--- src/rtl/div_pkg.sv ---
// Shared types for the sequential divider: FSM state encoding and default width.
package div_pkg;

  typedef enum logic [1:0] {
    IDLE = 2'd0,
    CALC = 2'd1,
    FIX  = 2'd2,
    DONE = 2'd3
  } div_state_t;

  localparam int DIV_W_DEFAULT = 8;

endpackage

--- src/rtl/seq_divider_param.sv ---
// Sequential restoring divider, one quotient bit per cycle, busy/done handshake.
// Define DIV_SIGNED_EN to honour sgn (signed magnitudes plus sign fix-up in FIX).
import div_pkg::*;

module seq_divider_param #(
  parameter int W = DIV_W_DEFAULT
) (
  input  logic         clk,
  input  logic         rst,
  input  logic         start,
  input  logic         sgn,
  input  logic [W-1:0] dividend,
  input  logic [W-1:0] divisor,
  output logic         ready,
  output logic         busy,
  output logic         done,
  output logic [W-1:0] quotient,
  output logic [W-1:0] remainder,
  output logic         dbz
);

  localparam int CNT_W = (W > 2) ? $clog2(W) : 1;
  localparam logic [CNT_W-1:0] CNT_MAX = CNT_W'(W - 1);

  // Handshake: start is accepted on any rising edge where ready && start.
  // done is a one-cycle pulse; quotient/remainder/dbz hold until the next result.
  div_state_t     state, state_nxt;
  logic [CNT_W-1:0] cnt;
  logic [W:0]     rem;
  logic [W-1:0]   qr;
  logic [W-1:0]   dsr;
  logic           zero_div;
  logic           q_neg;
  logic           r_neg;
  logic           a_neg;
  logic           b_neg;
  logic [W-1:0]   a_mag;
  logic [W-1:0]   b_mag;
  logic [W+1:0]   trial;
  logic           trial_ge;

`ifdef DIV_SIGNED_EN
  assign a_neg = sgn & dividend[W-1];
  assign b_neg = sgn & divisor[W-1];
`else
  logic sgn_unused;
  assign sgn_unused = sgn;
  assign a_neg = 1'b0;
  assign b_neg = 1'b0;
`endif

  // W-bit unsigned magnitude also covers |-2^(W-1)|.
  assign a_mag = a_neg ? -dividend : dividend;
  assign b_mag = b_neg ? -divisor  : divisor;

  assign trial    = {rem, qr[W-1]} - {2'b00, dsr};
  assign trial_ge = ~trial[W+1];

  always_ff @(posedge clk) begin
    if (rst) state <= IDLE;
    else     state <= state_nxt;
  end

  // A zero divisor skips CALC and lets FIX load the flagged result.
  always_comb begin
    state_nxt = state;
    case (state)
      IDLE, DONE: begin
        if (start)             state_nxt = (divisor == '0) ? FIX : CALC;
        else if (state == DONE) state_nxt = IDLE;
      end
      CALC:    if (cnt == '0) state_nxt = FIX;
      FIX:     state_nxt = DONE;
      default: state_nxt = IDLE;
    endcase
  end

  always_comb begin
    ready = (state == IDLE) || (state == DONE);
    busy  = (state == CALC) || (state == FIX);
    done  = (state == DONE);
  end

  always_ff @(posedge clk) begin
    if (rst) begin
      cnt       <= '0;
      rem       <= '0;
      qr        <= '0;
      dsr       <= '0;
      zero_div  <= 1'b0;
      q_neg     <= 1'b0;
      r_neg     <= 1'b0;
      quotient  <= '0;
      remainder <= '0;
      dbz       <= 1'b0;
    end else begin
      case (state)
        IDLE, DONE: begin
          if (start) begin
            rem      <= '0;
            cnt      <= CNT_MAX;
            zero_div <= (divisor == '0);
            qr       <= (divisor == '0) ? dividend : a_mag;
            dsr      <= b_mag;
            q_neg    <= a_neg ^ b_neg;
            r_neg    <= a_neg;
          end
        end
        CALC: begin
          rem <= trial_ge ? trial[W:0] : {rem[W-1:0], qr[W-1]};
          qr  <= {qr[W-2:0], trial_ge};
          if (cnt != '0) cnt <= cnt - 1'b1;
        end
        FIX: begin
          if (zero_div) begin
            quotient  <= '1;
            remainder <= qr;
            dbz       <= 1'b1;
          end else begin
            quotient  <= q_neg ? -qr : qr;
            remainder <= r_neg ? -rem[W-1:0] : rem[W-1:0];
            dbz       <= 1'b0;
          end
        end
        default: ;
      endcase
    end
  end

endmodule

--- config.mk ---
export PLATFORM = sky130hd
export DESIGN_NAME = seq_divider_param
export DESIGN_NICKNAME = d
export VERILOG_FILES = /design/src/rtl/div_pkg.sv /design/src/rtl/seq_divider_param.sv
export SDC_FILE = /design/constraint.sdc
export NUM_CORES = 1
export LEC_CHECK = 0
export CAP_MARGIN = 30
export CORE_MARGIN = 2
export CORE_UTILIZATION = 54
export CTS_CLUSTER_DIAMETER = 50
export CTS_CLUSTER_SIZE = 24
export DETAILED_ROUTE_END_ITERATION = 6
export MAX_ROUTING_LAYER = met4
export PLACE_DENSITY = 0.87
export SYNTH_ARGS = -nofsm -noshare
export SYNTH_HDL_FRONTEND = slang
export SYNTH_SLANG_ARGS = --single-unit
--- constraint.sdc ---
create_clock -name clk -period 2.6 [get_ports clk]
set_input_delay 0.78 -clock clk [delete_from_list [all_inputs] [get_ports clk]]
set_output_delay 0.78 -clock clk [all_outputs]
set_load 0.005 [all_outputs]
==> results of run 1 <==
-- power by group through the flow --
stage	Clock [µW]	Sequential (µW)	Combinational [µW]
floorplan	0	1120	1640
finish	552	1160	2270
detailed placement	0	1170	2250
global route	593	1190	2510
CTS	557	1160	2260
global placement	0	1160	2180
-- layer usage --
| layer | vias up | share of wire, % | global-route usage, % |
|---|---|---|---|
| met5 | - | 0 | - |
| met4 | 0 | 1.7 | 10.7 |
| met3 | 9 | 4.1 | 4.53 |
| met2 | 48 | 50 | 39.0 |
| met1 | 1083 | 45 | 26.9 |
| li1 | 1200 | - | - |
-- state kept, by name, summed over array words and instances, names as in the netlist --
| register | count |
|---|---|
| cnt | 3 |
| dbz | 1 |
| dsr | 8 |
| qr | 8 |
| quotient | 8 |
| rem | 9 |
| remainder | 8 |
| state | 2 |
| zero_div | 1 |
-- area by class of cell --
class / count / area [µm²]
repair buffers: 46 / 440
flip-flops and latches: 48 / 961
clock buffers: 5 / 68.8
well taps: 54 / 67.6
inverters: 17 / 63.8
fillers: 399 / 1510
multi-input cells: 238 / 1530
clock inverters: 3 / 47.5
-- final timing paths --
| path | start | to | slack (ns) | cells after the start |
|---|---|---|---|---|
| max | state[0] | busy | 0.13 | 4 |
| min | dsr[2] | dsr[2] | 0.46 | 2 |
| max reg2reg | qr[7] | rem[7] | 0.40 | 8 |
| min reg2reg | dsr[2] | dsr[2] | 0.46 | 2 |
-- cells by family after synthesis --
family / after synthesis
adder cells (fa/ha/maj): 14
AO/OA/AOI/OAI: 80
buffers and inverters: 34
flip-flops: 48
AND/OR/NAND/NOR: 117
XOR/XNOR: 6
multiplexers: 21
-- through the flow --
step                cell area, µm²  instances  setup slack (ns)  total power, µW
floorplan                     2620        320             0.719             2760
global placement              3060        403             0.200             3350
detailed placement            3060        403             0.179             3430
CTS                           3180        411            0.0547             3980
global route                  3180        411            0.0321             4300
finish                        3180        411             0.132             3980
-- placed cells by master (no fill, tap or decap), types with 3 or more instances in the layout --
master | Yosys | routed
o211ai_1 | 3 | 3
buf_4 | 0 | 8
clkdlybuf4s50_1 | 0 | 38
nand2_1 | 35 | 35
o21ai_1 | 6 | 6
a211oi_1 | 26 | 26
dfxtp_1 | 48 | 48
xnor2_1 | 4 | 4
a21oi_1 | 19 | 19
o21ai_0 | 5 | 5
nor2_1 | 54 | 54
clkbuf_8 | 0 | 5
nand2b_1 | 4 | 4
nor3_1 | 7 | 7
a31oi_1 | 3 | 3
inv_1 | 17 | 17
ha_1 | 13 | 12
nand3_1 | 4 | 4
mux2i_1 | 21 | 21
-- worst register-to-register path, stage by stage, from the launching register on --
cell,delay (ns)
dfxtp_1,0.39
inv_1,0.12
ha_1,0.24
nand2b_1,0.22
a211oi_4,0.37
nor2_4,0.13
xnor2_4,0.29
mux2i_1,0.25
o21ai_1,0.07
-- repair_timing --
action | in CTS | in global routing
resized for setup | 0 | 1
hold buffers | 0 | 0
hold endpoints to repair | 0 | 0
setup endpoints to repair | 0 | 1
==> metrics, run 1 <==
most frequent cells after synthesis nor2_1, dfxtp_1, nand2_1; delay of the slowest critical-path stage 0.50 ns; synth warn 0; simple-gate share of the synthesized area 19.3%; outcome completed; fin nets ~400; post-CTS setup buffers 0; number of synthesized flops with an enable pin 0; leading area contributor after synthesis dfxtp_1; most frequent cell after synthesis nor2_1; drt initial violations approximately 130; first-pass GRT wire length about 9600 µm; setup TNS 0 ns; Final Max Slew Viols 0; sw frac 42.8%; number of port buffers 38; number of buffers created by CTS 5; most used flip-flop cell after synthesis dfxtp_1; worst-margin pin slew between 0.8 and 0.9 ns; antenna diode count 0; DP Wirelength around 4300 µm; core footprint 0.00469 mm²; Clock Latency Late Sink 0.31 ns; Total Wirelength 5650 µm; Crit. End Element output port; Max Cap Viol 0; Setup Skew between 0.01 and 0.015 ns; FF+latch count, synth 48; deepest clock path buffer count 2; RSZ-0062 raised after global routing no; Die Y approximately 74 µm; PD cells about 1300 mW/mm²; WP data required 1.82 ns; combinational share of power between 50% and 60%; via count ~2.3k; largest cells by area after synthesis dfxtp_1, mux2i_1, nor2_1, a211oi_1, ha_1; CTS clock-pin slew for the worst setup and hold paths around 0.09 ns; Starting Density roughly 56%; CTS tree done; fraction of registers with async set/reset 0%; Syn Std Cell Area between 0.002 and 0.003 mm²; placer congestion estimate ~0.91; XOR/XNOR share of the synthesized area 2.72%; final setup vio count 0; clock network fraction of total power around 14%; hold crit path type flop to flop; NetSw roughly 1700 µW; Layout Area Growth over Synthesis 21.4%; family with the most delay on the worst path buffers and inverters; Post-Syn Nets about 350; Slowest-stage cell, CP clkdlybuf4s50_1; DR vias/cell 5.69; die area about 0.0054 mm²; main combinational cell family by area after synthesis compound AO/OA/AOI/OAI gates; maximum VDD drop about 0.0010 V; largest net degree at the start of global routing 34; Post-Syn Instances 320; vias in the first global route around 2.2k; Synth Area in Adders between 6 and 7%; worst-path cell chain inv_1, ha_2, inv_1, clkdlybuf4s50_1; Tcrit/Tclk final a little over nine tenths; layout cells sized above 1 between 6 and 7%; Top-Level Pins 40; sequential power share 29.1%; P_leak roughly 0.0011 µW; clk sinks 48; Total GRT Usage between 20% and 30%; number of routed nets with antenna violations 0; Fmax 405 MHz; post-synth top area share about 37%; Hold Vio Cnt, Final 0; Die Width 73.6 µm; Int Pwr approximately 2300 µW; drt drc 0; critical path launch point type flop; drt wl/cell about 14 µm; Compound-Gate Fraction of Synth Area a little over a fifth; most frequent CP cell inv_1; initial antenna violation count 0; minimum clock period 2.47 ns; Detailed Routing Iterations Pass 1 4; Seq/Total Area, Yosys 36.7%; GRT Residual Overflow 0; post-layout util roughly two thirds; Worst Path Max Fanout 7; critical path type flop to output port; Mean Syn Cell Area around 8.2 µm²; # H-tree levels 2; hold slack between 0.4 and 0.5 ns; WP buf/inv 3; Worst Path Arrival 1.69 ns; mux share of post-synthesis cell area under 10%; relative slew slack roughly two fifths; library cells used by synthesis 46; Placement Rows 25; Root Driver clkbuf_8
Power figures use the tool's default switching activity.
==> inputs of run 2 (changes only) <==
- PLACE_DENSITY: 0.87 -> default
- PLACE_DENSITY_LB_ADDON: default -> 0.25
==> run 2 against run 1 <==
  * Core utilization is 0.35 points lower
  * First-iteration DRC count decreased by 3.1%
  * Critical path depth unchanged
  * Routed wire length down 1.5%
==> metrics, run 2 (synthesis gave the netlist of run 1 again) <==
outcome completed (unchanged); # H-tree levels 2 (unchanged); initial antenna violation count 0 (unchanged); area of the multi-input gates 0.00153 mm² (unchanged); most frequent cells in the layout nor2_1, dfxtp_1, clkdlybuf4s50_1 (unchanged); drt drc 0 (unchanged); hold crit path type flop to flop (unchanged); via count 2,313 (was 2,340); Post-CTS Hold Buffers 0 (unchanged); GRT Residual Overflow 0 (unchanged); most frequent CP cell inv_1 (unchanged); Die Y 73.6 µm (unchanged); commonest non-fill, non-tap cell in the layout nor2_1 (unchanged); relative slew slack 42.0% (was 41.5%); Starting Density 55.8% (unchanged); Die Width 73.6 µm (unchanged); P_leak 0.00113 µW (was 0.00114 µW); drt wl/cell 13.6 µm (was 13.7 µm); Biggest register rem (unchanged); Hold Vio Cnt, Final 0 (unchanged); largest net degree at the start of global routing 44 (was 34); number of buffers created by CTS 5 (unchanged); DP Wirelength 4180 µm (was 4330 µm); PD cells 1240 mW/mm² (was 1250 mW/mm²); setup TNS 0 ns (unchanged); Setup Skew 0.00661 ns (was 0.0112 ns); dpl ws 0.177 ns (was 0.179 ns); WP data required 1.82 ns (about the same); RSZ-0062 raised after global routing no (unchanged); final setup margin 0.133 ns (was 0.132 ns); Layout Area Growth over Synthesis 20.8% (was 21.4%); Top-Level Pins 40 (unchanged); number of routed nets with antenna violations 0 (unchanged); CTS clock-pin slew for the worst setup and hold paths 0.08 ns (was 0.09 ns); clk sinks 48 (unchanged); first-pass GRT wire length 9370 µm (was 9610 µm); Layout fillers 430 (was 399); layout cells sized above 1 6.18% (was 6.72%); Worst Path Arrival 1.69 ns (about the same); deepest clock path buffer count 2 (unchanged); vias in the first global route 2,155 (was 2,228); Detailed Routing Iterations Pass 1 4 (unchanged); FF-to-FF path depth 8 (unchanged); maximum VDD drop 0.000865 V (was 0.00104 V); Total Wirelength 5570 µm (was 5650 µm); Total GRT Usage 22.6% (was 23.3%); core footprint 0.00469 mm² (unchanged); Crit. End Element output port (unchanged); max reg flops 9 (unchanged); critical path launch point type flop (unchanged); Worst Path Max Fanout 7 (unchanged); fin area 0.00316 mm² (was 0.00318 mm²); Placement Rows 25 (unchanged); critical path type flop to output port (unchanged); Tcrit/Tclk final 94.9% (about the same); placer congestion estimate 0.902 (was 0.909); DR vias/cell 5.64 (was 5.69); die area 0.00542 mm² (unchanged); final setup vio count 0 (unchanged); register area 961 µm² (unchanged); drt initial violations 125 (was 129); post-CTS setup buffers 0 (unchanged); Max Cap Viol 0 (unchanged); Root Driver clkbuf_8 (unchanged); antenna diode count 0 (unchanged); delay of the slowest critical-path stage 0.51 ns (was 0.50 ns); worst-margin pin slew 0.868 ns (was 0.876 ns); number of port buffers 38 (unchanged); Fmax 405 MHz (about the same); CTS tree done (unchanged); Slowest-stage cell, CP clkdlybuf4s50_1 (unchanged); Hold Path Depth 2 (unchanged); Clock Latency Late Sink 0.30 ns (was 0.31 ns); minimum clock period 2.47 ns (about the same); Post-Place Cell Area 0.00305 mm² (was 0.00306 mm²); Final Max Slew Viols 0 (unchanged); fin nets 389 (was 390); worst-path cell chain inv_1, ha_2, inv_1, clkdlybuf4s50_1 (unchanged)
==> run 2: worst max-delay path, delay by kind of cell (launching register included) <==
| kind | cells | cell delay, ns |
|---|---|---|
| buf+inv | 3 | 0.70 |
| flops | 1 | 0.38 |
| fa+ha+maj | 1 | 0.32 |
==> run 2: per-stage QoR <==
stage | util [%] | hold WS [ns] | std cells | power, µW
after global placement | 65.0 | 0.444 | 402 | 3370
final | 67.4 | 0.455 | 410 | 3930
after floorplan | - | 0.436 | 320 | 2760
after global routing | 67.4 | 0.490 | 410 | 4290
after detailed placement | 65.0 | 0.447 | 402 | 3420
after CTS | 67.3 | 0.459 | 410 | 3950
==> run 2: worst paths after layout <==
kind / startpoint / endpoint / slack (ns)
setup / recovery: state[0] / busy / 0.13
hold / removal: dsr[2] / dsr[2] / 0.46
setup reg to reg: qr[7] / qr[0] / 0.41
hold reg to reg: dsr[2] / dsr[2] / 0.46
==> run 2: final cells by class <==
type                            count  area share, %
Tap cell                           54           2.14
Sequential cell                    48           30.4
Multi-Input combinational cell    238           48.4
Clock buffer                        6           2.30
Timing Repair Buffer               45           13.7
Clock inverter                      2           1.11
Inverter                           17           2.02
==> run 2: what timing repair did <==
action | in CTS | in global routing
resized for setup | 0 | 1
setup endpoints to repair | 0 | 1
endpoints found under the hold margin | 0 | 0
==> run 2: power breakdown <==
group	leakage (µW)	total (µW)	switching (µW)	internal [µW]
clock	0.0000552	525	240	285
sequential	0.000393	1160	193	966
combinational	0.000681	2250	1230	1020
total	0.00113	3930	1660	2270
==> run 2: layer usage <==
metal	vias to the layer above	global-route usage (%)	wire length [µm]
li1	1198	-	-
met1	1055	28.0	2540
met2	51	37.3	2740
met3	9	3.84	213
met4	0	7.47	74
met5	-	-	0
==> inputs of run 3 (changes only) <==
--- a/constraint.sdc
+++ b/constraint.sdc
@@ -3,2 +3,2 @@
 set_output_delay 0.78 -clock clk [all_outputs]
-set_load 0.005 [all_outputs]
+set_load 0.01 [all_outputs]
==> results of run 3 <==
The final DEF is identical to that of run 2. Status: completed.
Main changes from that run: setup slack after layout 0.133 ns -> 0.0976 ns; total power 3930 µW -> 3980 µW; worst IR drop on VDD 0.000865 V -> 0.000867 V
